<file path="config.mk">
export PLATFORM = sky130hd
export DESIGN_NAME = tt_sweep_capture
export DESIGN_NICKNAME = d
export VERILOG_FILES = /design/src/rtl/tt_pkg.sv /design/src/rtl/tt_sweep_counter.sv /design/src/rtl/tt_sweep_capture.sv
export SDC_FILE = /design/constraint.sdc
export NUM_CORES = 1
export LEC_CHECK = 0
export BUFFER_PORTS_ARGS = -buffer_cell sky130_fd_sc_hd__buf_2
export CAP_MARGIN = 20
export CORE_MARGIN = 10
export CORE_UTILIZATION = 53
export CTS_CLUSTER_SIZE = 8
export DETAILED_ROUTE_END_ITERATION = 6
export GPL_TIMING_DRIVEN = 0
export MAX_ROUTING_LAYER = met4
export PLACE_DENSITY = 0.85
export SYNTH_ARGS = -nofsm -noshare
export SYNTH_HDL_FRONTEND = slang
export SYNTH_SLANG_ARGS = --single-unit
</file>
<file path="constraint.sdc">
create_clock -name clk -period 2 [get_ports clk]
set_clock_uncertainty 0.2 [all_clocks]
set_input_delay 0.3 -clock clk [delete_from_list [all_inputs] [get_ports clk]]
set_output_delay 0.3 -clock clk [all_outputs]
set_load 0.02 [all_outputs]
</file>
<file path="src/rtl/tt_pkg.sv">
// Shared types and helpers for the truth-table sweep capture unit.
//   tt_state_t    : controller states
//   TT_MAX_SETTLE : largest supported per-vector settle wait
//   tt_depth(n)   : truth-table depth for n inputs (2^n)
package tt_pkg;

  typedef enum logic [1:0] {
    IDLE   = 2'd0,
    RUN    = 2'd1,
    REPORT = 2'd2
  } tt_state_t;

  localparam int TT_MAX_SETTLE = 15;

  function automatic int tt_depth(input int n);
    return 1 << n;
  endfunction

endpackage

</file>
<file path="src/rtl/tt_sweep_counter.sv">
// Vector / wait counter pair for the sweep.
//   clk, rst_n : clock, synchronous active-low reset
//   clear      : restart at vector 0, wait 0
//   enable     : sweep in progress
//   settle     : wait cycles per vector before sampling
//   vec        : vector currently applied
//   sample     : strobe, function output is to be captured this edge
//   last       : vec is the final vector
module tt_sweep_counter #(
  parameter int N_IN = 4
) (
  input  logic            clk,
  input  logic            rst_n,
  input  logic            clear,
  input  logic            enable,
  input  logic [3:0]      settle,
  output logic [N_IN-1:0] vec,
  output logic            sample,
  output logic            last
);

  logic [3:0] wcnt;

  assign sample = enable && (wcnt == settle);
  assign last   = &vec;

  // On the final sample vec wraps to 0, so it reads 0 in REPORT/IDLE
  // without any extra clear.
  always_ff @(posedge clk) begin
    if (!rst_n) begin
      vec  <= '0;
      wcnt <= '0;
    end else if (clear) begin
      vec  <= '0;
      wcnt <= '0;
    end else if (sample) begin
      vec  <= vec + 1'b1;
      wcnt <= '0;
    end else if (enable) begin
      wcnt <= wcnt + 4'd1;
    end
  end

endmodule

</file>
<file path="src/rtl/tt_sweep_capture.sv">
// Truth-table capture: sweeps all 2^N_IN vectors onto vec_out, samples
// fn_in after SETTLE+1 cycles per vector, and reports the table, its
// population count and constant flags through a valid/ready handshake.
//   clk, rst_n   : clock, synchronous active-low reset
//   start        : begin a sweep (IDLE only)
//   vec_out      : vector applied to the function (msb = a)
//   fn_in        : function output
//   busy         : high in RUN and REPORT
//   table_out    : bit k = f(k)
//   ones_count   : number of 1 entries
//   is_const0/1  : function is constant 0 / 1
//   result_valid : result held in REPORT
//   result_ready : consumer accepts result
module tt_sweep_capture
  import tt_pkg::*;
#(
  parameter int N_IN   = 4,
  parameter int SETTLE = 0
) (
  input  logic                      clk,
  input  logic                      rst_n,
  input  logic                      start,
  output logic [N_IN-1:0]           vec_out,
  input  logic                      fn_in,
  output logic                      busy,
  output logic [tt_depth(N_IN)-1:0] table_out,
  output logic [N_IN:0]             ones_count,
  output logic                      is_const0,
  output logic                      is_const1,
  output logic                      result_valid,
  input  logic                      result_ready
);

  localparam int DEPTH = tt_depth(N_IN);
  // Out-of-range settle values saturate rather than alias.
  localparam logic [3:0] SETTLE_W =
    (SETTLE > TT_MAX_SETTLE) ? 4'(TT_MAX_SETTLE) : 4'(SETTLE);

  tt_state_t state_q, state_d;
  logic      go, sample, last;

  assign go = (state_q == IDLE) && start;

  tt_sweep_counter #(.N_IN(N_IN)) u_cnt (
    .clk    (clk),
    .rst_n  (rst_n),
    .clear  (go),
    .enable (state_q == RUN),
    .settle (SETTLE_W),
    .vec    (vec_out),
    .sample (sample),
    .last   (last)
  );

  always_ff @(posedge clk) begin
    if (!rst_n) state_q <= IDLE;
    else        state_q <= state_d;
  end

  always_comb begin
    state_d = state_q;
    case (state_q)
      IDLE:    if (start)          state_d = RUN;
      RUN:     if (sample && last) state_d = REPORT;
      REPORT:  if (result_ready)   state_d = IDLE;
      default:                     state_d = IDLE;
    endcase
  end

  // Table and count are only written on a start or a sample strobe, so
  // they stay frozen through REPORT and the following IDLE.
  always_ff @(posedge clk) begin
    if (!rst_n) begin
      table_out  <= '0;
      ones_count <= '0;
    end else if (go) begin
      table_out  <= '0;
      ones_count <= '0;
    end else if (sample) begin
      table_out[vec_out] <= fn_in;
      ones_count         <= ones_count + {{N_IN{1'b0}}, fn_in};
    end
  end

  assign busy         = (state_q != IDLE);
  assign result_valid = (state_q == REPORT);
  assign is_const0    = (ones_count == '0);
  assign is_const1    = (ones_count == (N_IN+1)'(DEPTH));

endmodule

</file>
* Yosys cells after proc, flatten, opt, wreduce, memory -nomap -nowiden
Index checks and enable logic that the tools add are counted.
** Word-level totals
- Register bits after elaboration :: 31
- Bits in latches :: 0
- RAM bits :: 0
- ROM bits :: 0
- Input port bits :: 5
- Output and inout bits :: 29
- Word-level logic and storage cells :: 36
- Memories kept :: 0
** Cells by class
- Add/subtract/negate cells :: 3
- Multipliers :: 0
- Div/mod/pow operators :: 0
- Order comparisons :: 2
- Equality and inequality tests :: 6
- Shift operators :: 0
- Multiplexer cells :: 7
- Bitwise logic cells :: 1
- Reductions and logical operators :: 12
** Operator list (count)
- bitwise mux 16 bit :: 1
- adder 4 x 1 -> 4 bit, second input constant :: 2
- two-way mux 2 bit :: 3
- case mux 2 bit (3 select lines) :: 1
- adder 5 x 1 -> 5 bit :: 1
- == test 5 bit, second input constant :: 1
- logical NOT 5 bit :: 1
- < comparator 4 x 5 -> 1 bit, second input constant :: 1
- demux 1 bit (select 4 bit) :: 1
- greater-or-equal comparator 4 x 1 -> 1 bit, second input constant :: 1
- logical AND 1 bit :: 4
- logical NOT 4 bit :: 1
- inequality test 2 bit, second input constant :: 2
- AND reduction 4 bit :: 1
- AND reduction 3 bit :: 1
- OR reduction 3 bit :: 1
- == test 2 x 1 -> 1 bit, second input constant :: 1
- == test 2 bit, second input constant :: 1
- logical NOT 2 bit :: 1
- inequality test 2 x 1 -> 1 bit, second input constant :: 1
- nonzero test 2 bit :: 1
- OR reduction 2 bit :: 1
- two-way mux 1 bit :: 1
- inverter 1 bit :: 1

* Logic depth before layout (Yosys ltp)
Gate-level depths: netlist (run 1).
- Depth after elaboration :: 5
- Mapped depth :: 7
- Depth with buffers taken out :: 5

* Cells and area by module
Synthesis (run 1) repeated with hierarchy kept, for this count alone.
** Unflattened totals
- Cells, all modules :: 166
- Area, all modules :: 1515.2 sq um
** Modules (own cells, without submodules)
- tt_sweep_capture :: instances 1, cells an instance 119, area an instance 1102.3 sq um, sequential area each 460.4 sq um
- tt_sweep_counter :: instances 1, cells an instance 47, area an instance 412.9 sq um, sequential area each 160.2 sq um

* Least setup slack after synthesis (run 1)
Ideal clock, no wire load.
- Kind :: register -> register
- Start point :: register u_cnt.wcnt[0]
- End point :: register ones_count[3]
- Setup time :: 0.070 ns
- Arrival :: 1.477 ns
- Required time :: 1.730 ns
- Slack :: 0.253 ns
- Stages on the path, launching flop included :: 6
- Path buffers :: 0
- Period minus slack after synthesis :: 1.747 ns
- Path through :: dfxtp_1 inv_1 ha_1 or3b_4 or4_1 a21oi_1
** On the way
- Longest elaborated chain between the ends :: 2
** Ends and longest elaborated chain
- start, declared :: line tt_sweep_counter.sv:22 : logic [3:0] wcnt;
- start signal, assigned :: line tt_sweep_counter.sv:40 : wcnt <= wcnt + 4'd1;
- logical NOT 4 bit :: line tt_sweep_counter.sv:24 : assign sample = enable && (wcnt == settle);
- logical AND 1 bit :: line tt_sweep_counter.sv:24
- end signal, assigned :: line tt_sweep_capture.sv:81 : ones_count <= ones_count + {{N_IN{1'b0}}, fn_in};
- end, declared :: line tt_sweep_capture.sv:27 : output logic [N_IN:0] ones_count,
No other way between the ends.
A chain may end at the register's enable or synchronous reset.

* Final worst setup path (run 1)
- Start point :: register ones_count[0]
- End point :: output is_const1
** On the way
- Longest elaborated chain between the ends :: 1
** Ends and longest elaborated chain
- == test 5 bit :: line tt_sweep_capture.sv:88 : assign is_const1 = (ones_count == (N_IN+1)'(DEPTH));
- end, declared :: line tt_sweep_capture.sv:29 : output logic is_const1,
No other way between the ends.

==> results.yml, run 1 <==
placed_design:
  hpwl_um: 2740
  gp_congestion: 0.768
  place.port_buffers: 33
  placed_area_um2: 1750
flow_run:
  maxCapViolations: 0
die:
  die_y_um: 74.0
  start_util_pct: 55.5
  die_area_um2: 5470
  core_um2: 2780
  rows: 19
  pin_count: 34
  fp.dieW_um: 74.0
finish:
  final_layout_size_suffix_gt1_share_pct: 28.6
  finalInstanceArea_um2: 1840
  n_fill_cell: 244
  diodes: 0
  syn_to_final_growth_pct: 19.2
  final_cell_mix: "39 x buf_2, 39 x nand3_1, 29 x dfxtp_1"
  nets: 222
cts:
  cts_setup_buffers: 0
  ctsHtreeMaxLevel: 2
  cts_root_buffer: "clkbuf_4"
  cts_tree: "yes"
  clk_pin_slew_worst_paths_ps: 90
  cts_made_buffers: 5
  cts_buffer_depth: 2
  clock_latency_ps: 340
  clock_sinks: 31
power:
  pwr_density_cell_nw_per_um2: 638
  p_leak_uw: 0.000852
  vdd_drop_max_uv: 610
worst_setup_path:
  crit_buf_inv: 1
  start_kind: "flop"
  crit_required_ps: 1500
  reg2reg_depth: 5
  crit_chain: "or4_4 -> nor2_2 -> buf_6"
  slowest_stage: "or4_4"
  crit_family: "simple AND/OR/NAND/NOR gates"
  arrival_ps: 1460
  timing.rr.start: "u_cnt.wcnt[0]"
  r2r-end: "u_cnt.vec[3]"
  slowest_delay_ps: 550
  end_kind: "output pin"
  crit_type: "reg -> out"
  ff2ff_setup_slack_ps: 100
  crit_fanout: 4
timing:
  fmax_ghz: 0.510
  drv_slew: 0
  period_minus_slack_ps: 1960
  hold_ws_ps: 51.3
  hold_viol: 0
  fin_crit_sh_pct: 98.0
  relSlewSlack_pct: 56.8
  finalSetupViolCount: 0
  worstMarginPinSlew_ps: 640
  rsz0062_at_grt: "yes"
synthesis:
  syn_inst: 169
  yosys.area_share.simple_pct: 27.2
  synth_top_area_share_pct: 40.2
  synth_top_family_by_area: "simple AND/OR/NAND/NOR gates"
  synth.largest_area_cell: "dfxtp_1"
  ys_async_sr_fraction_pct: 0
  yosys-top-cells-area: "dfxtp_1 40%, nand3_1 13%, mux2i_1 11%"
  synth_enable_flop_cells: 0
  yosys-mux-area-fraction_pct: 11.0
  syn_area_um2: 1540
  netlist-cell-type-count: 34
  yosysWarnings: 0
  synth_fa_ha_area_share_pct: 6.49
  synth_compound_area_share_pct: 7.95
  syn_area_per_cell_um2: 9.13
  ys_ff_latch: 31
  synth_ff_type: "dfxtp_1"
  synth_xor_area_share_pct: 1.14
  seq_area_frac_synth_pct: 40.2
  syn_nets: 182
detailed_routing:
  vias: 1379
  drc_errors: 0
  routed_via_density: 5.72
  wl_per_cell_um: 15.1
  dr.pass1.iters: 4
  ant_nets: 0
  wl_um: 3630
  drt_iter0_drc: 116
global_routing:
  use_met2_pct: 22.2
  gr-usage-met3_pct: 6.25
  grt_pass1_wl_um: 6200
  grt-busiest-layer: "met2"
  antenna_found_initial: 0
  grt_max_degree: 11
  use_met1_pct: 16.3
  grt_usage_pct: 14.5
  grt_pass1_vias: 1381
  overflow: 0
hold_path:
  hold_depth: 3
  hp-start: "start"
  hold_end: "state_q[0]"
  hold_path_class: "in -> reg"
run_status:
  status: "completed"
==> cell usage after synthesis, types with 2 or more instances <==
cell type,instances
o31ai_1,5
or4_1,6
inv_1,7
nor3_1,3
nor2_1,4
clkbuf_1,3
buf_2,8
o21ai_0,5
nor2b_1,3
dfxtp_1,31
a21oi_1,9
nand3_1,39
mux2i_1,17
ha_1,8
buf_4,2
==> worst max-delay path by stage <==
stage	start	to	depth (start not counted)
after floorplan	u_cnt.wcnt[0]	ones_count[3]	5
after global placement	u_cnt.wcnt[0]	ones_count[3]	5
after detailed placement	u_cnt.wcnt[0]	u_cnt.wcnt[1]	6
after CTS	ones_count[0]	is_const0	3
after global routing	ones_count[0]	is_const0	3
final	ones_count[0]	is_const1	3
==> timing repair <==
item	in CTS	in global routing
hold buffers	0	0
pin swaps	0	0
gates resized for setup	2	7
endpoints found under the setup margin	2	2
==> registers in the layout (all words and copies together), names as in the netlist <==
signal      count
u_cnt.vec       4
table_out      16
u_cnt.wcnt      4
state_q         2
ones_count      5
==> per-stage QoR <==
| stage | TNS [ps] | util (%) | worst slack (ps) | total power [uW] | cells |
|---|---|---|---|---|---|
| floorplan | 0 | - | 253 | 733 | 169 |
| global placement | 0 | 62.8 | 186 | 765 | 233 |
| detailed placement | 0 | 62.8 | 163 | 767 | 233 |
| CTS | 0 | 65.5 | 0.228 | 1180 | 241 |
| global route | -37.4 | 66.1 | -20.6 | 1230 | 241 |
| finish | 0 | 66.1 | 39.6 | 1170 | 241 |
==> power by group <==
| part | total, uW | leakage, uW | internal [uW] | switching (uW) |
|---|---|---|---|---|
| combinational | 126 | 0.000562 | 44.4 | 81.7 |
| clock | 416 | 0.0000386 | 207 | 210 |
| sequential | 631 | 0.000251 | 624 | 6.79 |
| total | 1170 | 0.000852 | 875 | 298 |
==> logic make-up after synthesis <==
kind of cell,after synthesis
buffers and inverters,20
flip-flops,31
multiplexers,17
AO/OA/AOI/OAI,21
AND/OR/NAND/NOR,70
XOR/XNOR,2
adder cells (fa/ha/maj),8
==> layer usage <==
metal  wire (um)  share of wire [%]  vias up
li1            -                  -      693
met1        1580                 43      633
met2        1720                 47       43
met3         252                6.9       10
met4          87                2.4        0
met5           0                  0        -
==> final cells by class <==
type	instances	area, um^2	share of cell area (%)
buffer	13	66.3	3.61
tap	31	38.8	2.11
timing repair buffer	33	178	9.66
inverter	7	26.3	1.43
multi-input combinational	118	838	45.6
clock buffer	8	68.8	3.74
sequential	31	623	33.9
==> worst register-to-register path, stage by stage, from the launching register on <==
cell     delay (ps)
dfxtp_1         350
inv_1            70
ha_1            140
or3b_4          400
or4_1           490
a21oi_1         170
No activity file was read; power rests on OpenSTA's default activity.
==> run 2, diff against run 1 <==
Settings changed: REMOVE_ABC_BUFFERS set to 1.
==> results.yml, run 2 (synthesis gave the netlist of run 1 again) <==
finish:
  final_cell_mix: "39 x nand3_1, 32 x buf_2, 28 x dfxtp_1"
  syn_to_final_growth_pct: 16.1
  regMostFlops: "table_out"
  nets: 214
  largest_reg_flops: 16
  multiInputGateArea_um2: 860
  seqCellArea_um2: 624
  final_layout_size_suffix_gt1_share_pct: 29.0
  n_fill_cell: 229
  diodes: 0
  final_common_cell: "nand3_1"
  top_regs: "table_out: 16 flops, ones_count: 5 flops"
timing:
  fmax_ghz: 0.512
  hold_viol: 0
  finalSetupViolCount: 0
  drv_slew: 0
  rsz0062_at_grt: "no"
  hold_ws_ps: 58.7
  relSlewSlack_pct: 53.6
  worstMarginPinSlew_ps: 687
  fin_crit_sh_pct: 97.6
  finalWorstSetupSlack_ps: 47.0
  period_minus_slack_ps: 1950
worst_setup_path:
  start_kind: "flop"
  crit_fanout: 4
  arrival_ps: 1450
  end_kind: "output pin"
  ff2ff_setup_slack_ps: 90
  crit_type: "reg -> out"
  crit_required_ps: 1500
  reg2reg_depth: 5
die:
  die_y_um: 74.0
  start_util_pct: 55.5
  rows: 19
  pin_count: 34
  fp.dieW_um: 74.0
  die_area_um2: 5470
  core_um2: 2780
global_routing:
  grt_pass1_wl_um: 5780
  overflow: 0
  antenna_found_initial: 0
  grt_usage_pct: 13.3
  grt_max_degree: 21
  grt_pass1_vias: 1316
cts:
  clk_pin_slew_worst_paths_ps: 90
  cts_made_buffers: 5
  clock_sinks: 31
  holdBufCountCts: 0
  cts_root_buffer: "clkbuf_4"
  clock_latency_ps: 320
  cts_buffer_depth: 2
  ctsHtreeMaxLevel: 2
  cts_tree: "yes"
detailed_routing:
  vias: 1422
  dr.pass1.iters: 4
  drt_iter0_drc: 111
  routed_via_density: 6.16
  ant_nets: 0
  wl_per_cell_um: 15.8
  drc_errors: 0
  wl_um: 3660
power:
  p_leak_uw: 0.000822
  vdd_drop_max_uv: 475
  pwr_density_cell_nw_per_um2: 599
hold_path:
  hold_depth: 3
  hold_path_class: "in -> reg"
placed_design:
  pre_cts_ws_ps: -104
  place.port_buffers: 33
  gp_congestion: 0.749
  hpwl_um: 2580
run_status:
  status: "completed"
flow_run:
  maxCapViolations: 0
[run 2: cell count changes in the layout (fill, tap and decap cells not counted), sizes merged]
cell / delta
buf: -6
clkbuf: -5
or3b: +1
[run 2: worst max-delay path, stage by stage, from the launching register on]
cell     delay (ps)
dfxtp_2         350
or4_4           530
nor2_1           90
buf_2           170
[run 2: metrics by stage]
stage          utilization, %  setup TNS [ps]  cell area [um^2]  total power [uW]  std cells
6_report                 64.4               0              1790              1070        231
5_1_grt                  64.4               0              1790              1120        231
4_1_cts                  62.5               0              1740              1070        227
3_5_place_dp             61.0            -464              1700               758        221
3_3_place_gp             60.4          -15880              1680               748        220
2_1_floorplan               -           -7060              1480               716        156
[run 2: area by class of cell]
cell class | count | share of cell area, %
clock buffers | 6 | 2.30
inverters | 7 | 1.47
multi-input cells | 119 | 48.0
flip-flops and latches | 31 | 34.8
well taps | 31 | 2.16
repair buffers | 37 | 11.2
[run 2: metal layers]
| layer | vias to the layer above | track usage, % | share of wire [%] |
|---|---|---|---|
| met4 | 0 | 6.00 | 1.5 |
| met2 | 44 | 21.5 | 48 |
| met3 | 6 | 3.86 | 6.1 |
| li1 | 674 | - | - |
| met5 | - | - | 0 |
| met1 | 698 | 14.9 | 44 |
[run 2: worst paths after layout]
path	start	end
worst max-delay path	ones_count[0]	is_const0
worst min-delay path	start	state_q[0]
worst max register to register	u_cnt.wcnt[0]	u_cnt.vec[2]
worst min register to register	table_out[4]	table_out[4]
[run 2: what timing repair did]
| action | CTS | global route |
|---|---|---|
| setup buffers | 0 | 3 |
| cloned | 0 | 1 |
| endpoints found under the setup margin | 18 | 15 |
| resized for setup | 1 | 9 |
[run 2: power breakdown]
| group | leakage (uW) | switching, uW | internal [uW] |
|---|---|---|---|
| sequential | 0.000252 | 10.1 | 624 |
| clock | 0.0000242 | 191 | 125 |
| combinational | 0.000546 | 80.3 | 42.5 |
